### config.mk
export PLATFORM = sky130hd
export DESIGN_NAME = sfx_event_queue
export DESIGN_NICKNAME = d
export VERILOG_FILES = /design/src/rtl/sfx_event_queue.sv
export SDC_FILE = /design/constraint.sdc
export NUM_CORES = 1
export LEC_CHECK = 0
export ABC_CLOCK_PERIOD_IN_PS = 6700
export CELL_PAD_IN_SITES_DETAIL_PLACEMENT = 0
export CELL_PAD_IN_SITES_GLOBAL_PLACEMENT = 1
export CORE_ASPECT_RATIO = 1.4
export CORE_UTILIZATION = 48
export DETAILED_ROUTE_END_ITERATION = 10
export PLACE_DENSITY_LB_ADDON = 0.12
export SLEW_MARGIN = 25
export SYNTH_ARGS = -nofsm -noshare
export SYNTH_HDL_FRONTEND = slang
export SYNTH_SLANG_ARGS = --single-unit
### constraint.sdc
create_clock -name clk -period 6.7 [get_ports clk]
set_clock_uncertainty 0.2 [all_clocks]
set_input_delay 1.005 -clock clk [delete_from_list [all_inputs] [get_ports clk]]
set_output_delay 1.005 -clock clk [all_outputs]
set_load 0.01 [all_outputs]
### src/rtl/sfx_event_queue.sv
// sfx_event_queue: edge-detects game events, queues sound effects and drives timed synth requests
module sfx_event_queue #(
  parameter int TICK_DIV = 50000,
  parameter int JUMP_TICKS = 2,
  parameter int SCORE_TICKS = 1,
  parameter int DEPTH = 4
) (
  input  logic clk,
  input  logic reset,
  input  logic enable,
  input  logic jump_btn,
  input  logic score_evt,
  input  logic collide,
  input  logic restart,
  output logic jump,
  output logic score,
  output logic gameover,
  output logic busy,
  output logic dropped,
  output logic [$clog2(DEPTH):0] fifo_count
);
  localparam int aw = $clog2(DEPTH);
  localparam int cw = aw + 1;
  localparam int tw = $clog2((JUMP_TICKS > SCORE_TICKS ? JUMP_TICKS : SCORE_TICKS) + 1);
  localparam int dw = $clog2(TICK_DIV);
  localparam logic [cw:0] full_lvl = (cw + 1)'(DEPTH);
  typedef enum logic [1:0] {IDLE, PLAY, OVER} state_t;
  state_t state;
  logic jump_q, score_q, coll_q, coll_p;
  logic [DEPTH-1:0] mem;
  logic [aw-1:0] rp, wp;
  logic [dw-1:0] div;
  logic [tw-1:0] timer;
  logic jump_e, score_e, push_en, pop, acc_j, acc_s, tick, head, rst_div;
  logic [cw:0] cnt_x;
  always_comb begin
    jump_e = jump_btn & ~jump_q;
    score_e = score_evt & ~score_q;
    push_en = state != OVER;
    pop = enable && !coll_p && state == IDLE && fifo_count != '0;
    cnt_x = {1'b0, fifo_count};
    acc_j = push_en && jump_e && (cnt_x < full_lvl + (cw + 1)'(pop));
    acc_s = push_en && score_e && (cnt_x + (cw + 1)'(acc_j) < full_lvl + (cw + 1)'(pop));
    tick = enable && div == dw'(TICK_DIV - 1);
    head = mem[rp];
    rst_div = enable && !coll_p && state == OVER && restart;
  end
  always_ff @(posedge clk) begin
    if (reset) begin
      jump_q <= 1'b0;
      score_q <= 1'b0;
      coll_q <= 1'b0;
      coll_p <= 1'b0;
    end else begin
      jump_q <= jump_btn;
      score_q <= score_evt;
      coll_q <= collide;
      coll_p <= collide & ~coll_q;
    end
  end
  always_ff @(posedge clk) begin
    if (reset || coll_p) begin
      rp <= '0;
      wp <= '0;
      fifo_count <= '0;
    end else begin
      if (acc_j) mem[wp] <= 1'b0;
      if (acc_s) mem[wp + aw'(acc_j)] <= 1'b1;
      wp <= wp + aw'(acc_j) + aw'(acc_s);
      rp <= rp + aw'(pop);
      fifo_count <= fifo_count + cw'(acc_j) + cw'(acc_s) - cw'(pop);
    end
  end
  always_ff @(posedge clk) begin
    if (reset) dropped <= 1'b0;
    else if ((jump_e && push_en && !acc_j) || (score_e && push_en && !acc_s)) dropped <= 1'b1;
  end
  always_ff @(posedge clk) begin
    if (reset || rst_div) div <= '0;
    else if (enable) div <= tick ? '0 : div + dw'(1);
  end
  always_ff @(posedge clk) begin
    if (reset) begin
      state <= IDLE;
      timer <= '0;
      jump <= 1'b0;
      score <= 1'b0;
      gameover <= 1'b0;
      busy <= 1'b0;
    end else if (coll_p) begin
      state <= OVER;
      timer <= '0;
      jump <= 1'b0;
      score <= 1'b0;
      gameover <= 1'b1;
      busy <= 1'b1;
    end else if (enable) begin
      if (pop) begin
        state <= PLAY;
        busy <= 1'b1;
        jump <= ~head;
        score <= head;
        timer <= head ? tw'(SCORE_TICKS) : tw'(JUMP_TICKS);
      end else if (state == PLAY && tick) begin
        if (timer == tw'(1)) begin
          state <= IDLE;
          busy <= 1'b0;
          jump <= 1'b0;
          score <= 1'b0;
        end else timer <= timer - tw'(1);
      end else if (state == OVER && restart) begin
        state <= IDLE;
        busy <= 1'b0;
        gameover <= 1'b0;
      end
    end
  end
endmodule
### Yosys cells after proc, flatten, opt, wreduce, memory -nomap -nowiden

Cells that the tools add are included.

| operators by class | value |
|---|---|
| add/subtract/negate cells | 10 |
| eq/ne operators | 10 |
| $lt $le $gt $ge | 7 |
| reductions and logical operators | 36 |
| bitwise gates (word level) | 10 |
| muxes and demuxes | 33 |

Operators by type and width:

| kind | number |
|---|---|
| $mux 2 | 10 |
| $add 16x1->16 const B | 1 |
| $eq 16x16->1 const B | 1 |
| $logic_and 1x1->1 | 16 |
| $mux 1 | 16 |
| $mux 16 | 1 |
| $mux 4 | 3 |
| $reduce_and 3->1 | 4 |
| $lt 2x3->1 const B | 3 |
| $ne 2x2->1 const B | 4 |
| $reduce_bool 2->1 | 4 |
| $add 2x1->2 | 3 |
| $add 3x1->3 | 2 |
| $reduce_bool 3->1 | 2 |
| $add 3x1->4 | 1 |
| $add 3x1->4 const A | 1 |
| $and 4x4->4 | 1 |
| $demux 1 s2 | 2 |
| $eq 2x1->1 const B | 2 |
| $ge 2x1->1 const B | 2 |
| $lt 3x4->1 | 1 |
| $lt 4x4->1 | 1 |
| $ne 4x3->1 const B | 1 |
| $not 1->1 | 4 |
| 14 further kinds | 20 |

| word-level totals | value |
|---|---|
| output and inout port bits | 8 |
| logic and storage cells | 123 |
| bits in registers | 40 |

### Depth between registers and ports, before layout

| logic depth | value |
|---|---|
| depth after elaboration | 14 |
| gate-level depth with buffers | 14 |
| gate-level depth less buffers | 14 |

### Worst setup path before layout

OpenSTA, ideal clock, no wires.

| timing | value |
|---|---|
| kind | input -> register |
| start | input enable |
| end | register fifo_count[1] |
| stages on the path | 13 |
| required time | 6.385 ns |
| library setup time | 0.115 ns |
| path buffers | 0 |
| path slack | 2.705 ns |
| arrival time | 3.680 ns |
| cells stage by stage | nor4b_2 -> a21bo_2 -> and2_1 -> ha_1 -> ha_1 -> nor2_1 -> o221ai_1 -> nor3b_2 -> inv_1 -> fa_1 -> inv_1 -> fa_1 -> and2_1 |

| on the way | value |
|---|---|
| longest elaborated chain between the ends | 11 |
| elaborated cells on any way between the ends | 12 |
| classes of those cells | add/sub: 5; order compare: 2; reduce/logical: 5 |

Ends and longest elaborated chain:

| item | RTL line | RTL |
|---|---|---|
| start, declared | 10 | `input logic enable,` |
| $logic_and 1x1->1 * (3 in a row) | 40 | `pop = enable && !coll_p && state == IDLE && fifo_count != '0;` |
| $add 3x1->4 | 42, 43 |  |
| $lt 3x4->1 | 42 | `acc_j = push_en && jump_e && (cnt_x < full_lvl + (cw + 1)'(pop));` |
| $logic_and 1x1->1 | 42 |  |
| $add 3x1->4 | 43 | `acc_s = push_en && score_e && (cnt_x + (cw + 1)'(acc_j) < full_lvl + (cw + 1)'(pop));` |
| $lt 4x4->1 | 43 |  |
| $logic_and 1x1->1 | 43 |  |
| $add 3x1->3 | 71 | `fifo_count <= fifo_count + cw'(acc_j) + cw'(acc_s) - cw'(pop);` |
| $sub 3x1->3 * | 71 |  |
| end signal, assigned | 71 |  |
| end, declared | 20 | `output logic [$clog2(DEPTH):0] fifo_count` |

Mark *: on every way between the ends. The rest lies on a longest branch, timed or not.
A chain may end at the register's enable or synchronous reset.

### Worst setup path in the final report

Ends and elaborated chain as after synthesis.

==> impl_metrics.env <==
export IMPL_status="complete, no violations"
export IMPL_cp_start_kind="input port"
export IMPL_crit_required_ns=6.68
export IMPL_maxCapViolCount=0
export IMPL_cts_inserted_buffers=5
export IMPL_clkSinkCount=40
export IMPL_arrival_ns=4.83
export IMPL_rsz0062_at_grt="false"
export IMPL_n_antenna_cell=0
export IMPL_rows=27
export IMPL_hold_class="reg -> reg"
export IMPL_nets=243
export IMPL_post_cts_resized=0
export IMPL_gp_congestion=0.8351
export IMPL_syn_avg_cell_area_um2=9.601
export IMPL_clk_pin_slew_ns=0.07
export IMPL_fmax_mhz=206.5
export IMPL_synth_top_area_share_pct=36.09
export IMPL_vias_per_cell=5.874
export IMPL_synthFlopType="dfxtp_1"
export IMPL_initial_core_util_pct=50.52
export IMPL_synth_area_mm2=0.001997
export IMPL_synth_area_leaders="dfxtp_1, edfxtp_1, xnor2_1, ha_1, nor2_1"
export IMPL_syn_num_nets=226
export IMPL_antenna_found_initial=0
export IMPL_drv_slew=0
export IMPL_dpl_hpwl_um=3069
export IMPL_yosysSeqAreaShare_pct=42.11
export IMPL_n_fill_cell=350
export IMPL_routed_wl_um=4063
export IMPL_drive_gt1_share_pct=8.407
export IMPL_yosys_warnings=0
export IMPL_power_per_cell_area_mw_per_mm2=310.4
export IMPL_die_h_um=78.32
export IMPL_crit_type="in -> reg"
export IMPL_grt_pass1_vias=1616
export IMPL_tns_ns=0
export IMPL_clk_latency_ns=0.28
export IMPL_io_buffers=14
export IMPL_grt_pass1_wl_um=7044
export IMPL_drt_pass1_iterations=4
export IMPL_end_kind="flop"
export IMPL_ys_seq_elements=40
export IMPL_hold_violations=0
export IMPL_drtIter0Drc=61
export IMPL_finalSetupViolCount=0
export IMPL_finalCritPeriodShare_pct=72.28
export IMPL_cts_buffer_depth=2
export IMPL_grt_max_degree=14
export IMPL_min_period_ns=4.842
export IMPL_worstPathMaxFanout=11
export IMPL_core_area_mm2=0.003953
export IMPL_wl_per_cell_um=15.10
export IMPL_root_buffer="clkbuf_8"
export IMPL_yosysUniqueCellTypes=51
export IMPL_dieWidth_um=56.51
export IMPL_yosysMostFrequentCell="dfxtp_1"
export IMPL_ir_drop_v=0.0002706
export IMPL_ctsHoldBuffers=0
export IMPL_tightest_slew_ns=0.6541
export IMPL_drc_errors=0
export IMPL_synth_edf_count=4
export IMPL_tritoncts="yes"
export IMPL_antenna_left=0
export IMPL_vias=1580
export IMPL_syn_inst=208
export IMPL_yosysTopAreaCell="dfxtp_1"
export IMPL_dieArea_mm2=0.004426
export IMPL_gr_total_overflow=0
export IMPL_grt_usage_pct=20.31
export IMPL_async_flop_share_pct=0
export IMPL_synth_common_cells="dfxtp_1, nor2_1, inv_1"
export IMPL_utilization_pct=57.30
export IMPL_relSlewSlack_pct=56.30
export IMPL_htreeDepth=2
export IMPL_io_pins=15
export IMPL_areaGrowthSynthToFinish_pct=13.41
export IMPL_p_leak_nw=0.8556
export IMPL_postCtsSetupRepairBufs=0
## area by class of cell
cell class	count	area, um2	area share, %
Clock buffer	8	100.1	4.420
Inverter	15	56.30	2.486
Multi-Input combinational cell	149	1074	47.40
Sequential cell	40	840.8	37.13
Tap cell	43	53.80	2.376
Timing Repair Buffer	14	140.1	6.188
## placed cells by master, fill, tap and decap left out, types with 2 or more instances in the layout
| cell | Yosys | layout |
|---|---|---|
| xor2_1 | 5 | 5 |
| nor3_1 | 4 | 4 |
| nand4b_1 | 2 | 2 |
| a31oi_1 | 2 | 2 |
| a21oi_1 | 9 | 9 |
| or4_1 | 2 | 2 |
| fa_1 | 2 | 2 |
| edfxtp_1 | 4 | 4 |
| nor2b_1 | 6 | 6 |
| nand3_1 | 2 | 2 |
| o31ai_1 | 4 | 4 |
| clkbuf_8 | 0 | 7 |
| nor3b_1 | 2 | 2 |
| nor4_1 | 2 | 2 |
| dfxtp_1 | 36 | 36 |
| clkdlybuf4s50_1 | 0 | 14 |
| a32o_1 | 4 | 4 |
| or2_2 | 2 | 2 |
| inv_1 | 15 | 15 |
| nand2_1 | 13 | 13 |
| ha_1 | 9 | 9 |
| nor2_1 | 25 | 25 |
| and2_1 | 4 | 4 |
| nand2b_1 | 3 | 3 |
| o21ai_0 | 3 | 3 |
| xnor2_1 | 13 | 13 |
| nand4_1 | 6 | 6 |
| nor4b_1 | 2 | 2 |
| o311a_1 | 2 | 2 |
## flip-flops by register name (all words and copies together) (netlist names)
register / flops
score_q: 1
state: 2
jump_q: 1
busy: 1
fifo_count: 3
rp: 2
jump: 1
wp: 2
dropped: 1
gameover: 1
coll_q: 1
score: 1
timer: 2
mem: 4
coll_p: 1
div: 16
## kinds of logic (layout without fill, tap and decap cells)
group,count (synthesis),count (layout),synth area share (%)
DFF,40,40,42.11
buffers and inverters,19,37,4.135
adders and majority gates,11,11,7.644
and+or+nand+nor,86,86,25.25
muxes,1,1,1.128
AOI/OAI and AO/OA,33,33,11.84
xor gates and xnor gates,18,18,7.895
## stage by stage
| stage | instance area, um2 | hold WS (ns) | power, mW | std cells | setup slack, ns |
|---|---|---|---|---|---|
| finish | 2265 | 0.1844 | 0.7030 | 269 | 1.858 |
| global route | 2265 | 0.1926 | 0.7534 | 269 | 1.610 |
| CTS | 2265 | 0.1885 | 0.7094 | 269 | 1.881 |
| detailed placement | 2165 | 0.1780 | 0.5363 | 261 | 1.575 |
| global placement | 2165 | 0.1709 | 0.5228 | 261 | 1.730 |
| floorplan | 1997 | 0.1674 | 0.4597 | 208 | 2.705 |
## metal layers
metal / track usage [%] / up-vias / part of all wire (%)
li1: - / 773 / -
met4: 9.756 / 0 / 2.2
met3: 5.931 / 8 / 2.9
met5: 0 / - / 0
met1: 21.55 / 772 / 41
met2: 36.12 / 27 / 54
## path summary, 6_finish.rpt
kind	from	endpoint	slack, ns	cells past startpoint
worst min register to register	coll_q	coll_p	0.18	1
worst min-delay path	coll_q	coll_p	0.18	1
worst max-delay path	enable	fifo_count[1]	1.86	14
worst max register to register	state[1]	fifo_count[1]	2.79	13
## power by group
group | total, mW | internal (mW) | switching (mW)
Clock | 0.172 | 0.0940 | 0.0780
Sequential | 0.309 | 0.275 | 0.0346
Combinational | 0.222 | 0.109 | 0.113
## worst max-delay path, cell delays in order
cell and delay [ns]:
clkdlybuf4s50_1 0.68, nor4b_2 0.43, a21bo_2 0.26, and2_1 0.18, ha_1 0.19, ha_1 0.21, xnor2_1 0.13, o221ai_1 0.16
nor3b_2 0.43, inv_1 0.12, fa_1 0.41, inv_1 0.07, fa_1 0.40, and2_1 0.14
No activity file was read; power rests on OpenSTA's default activity.
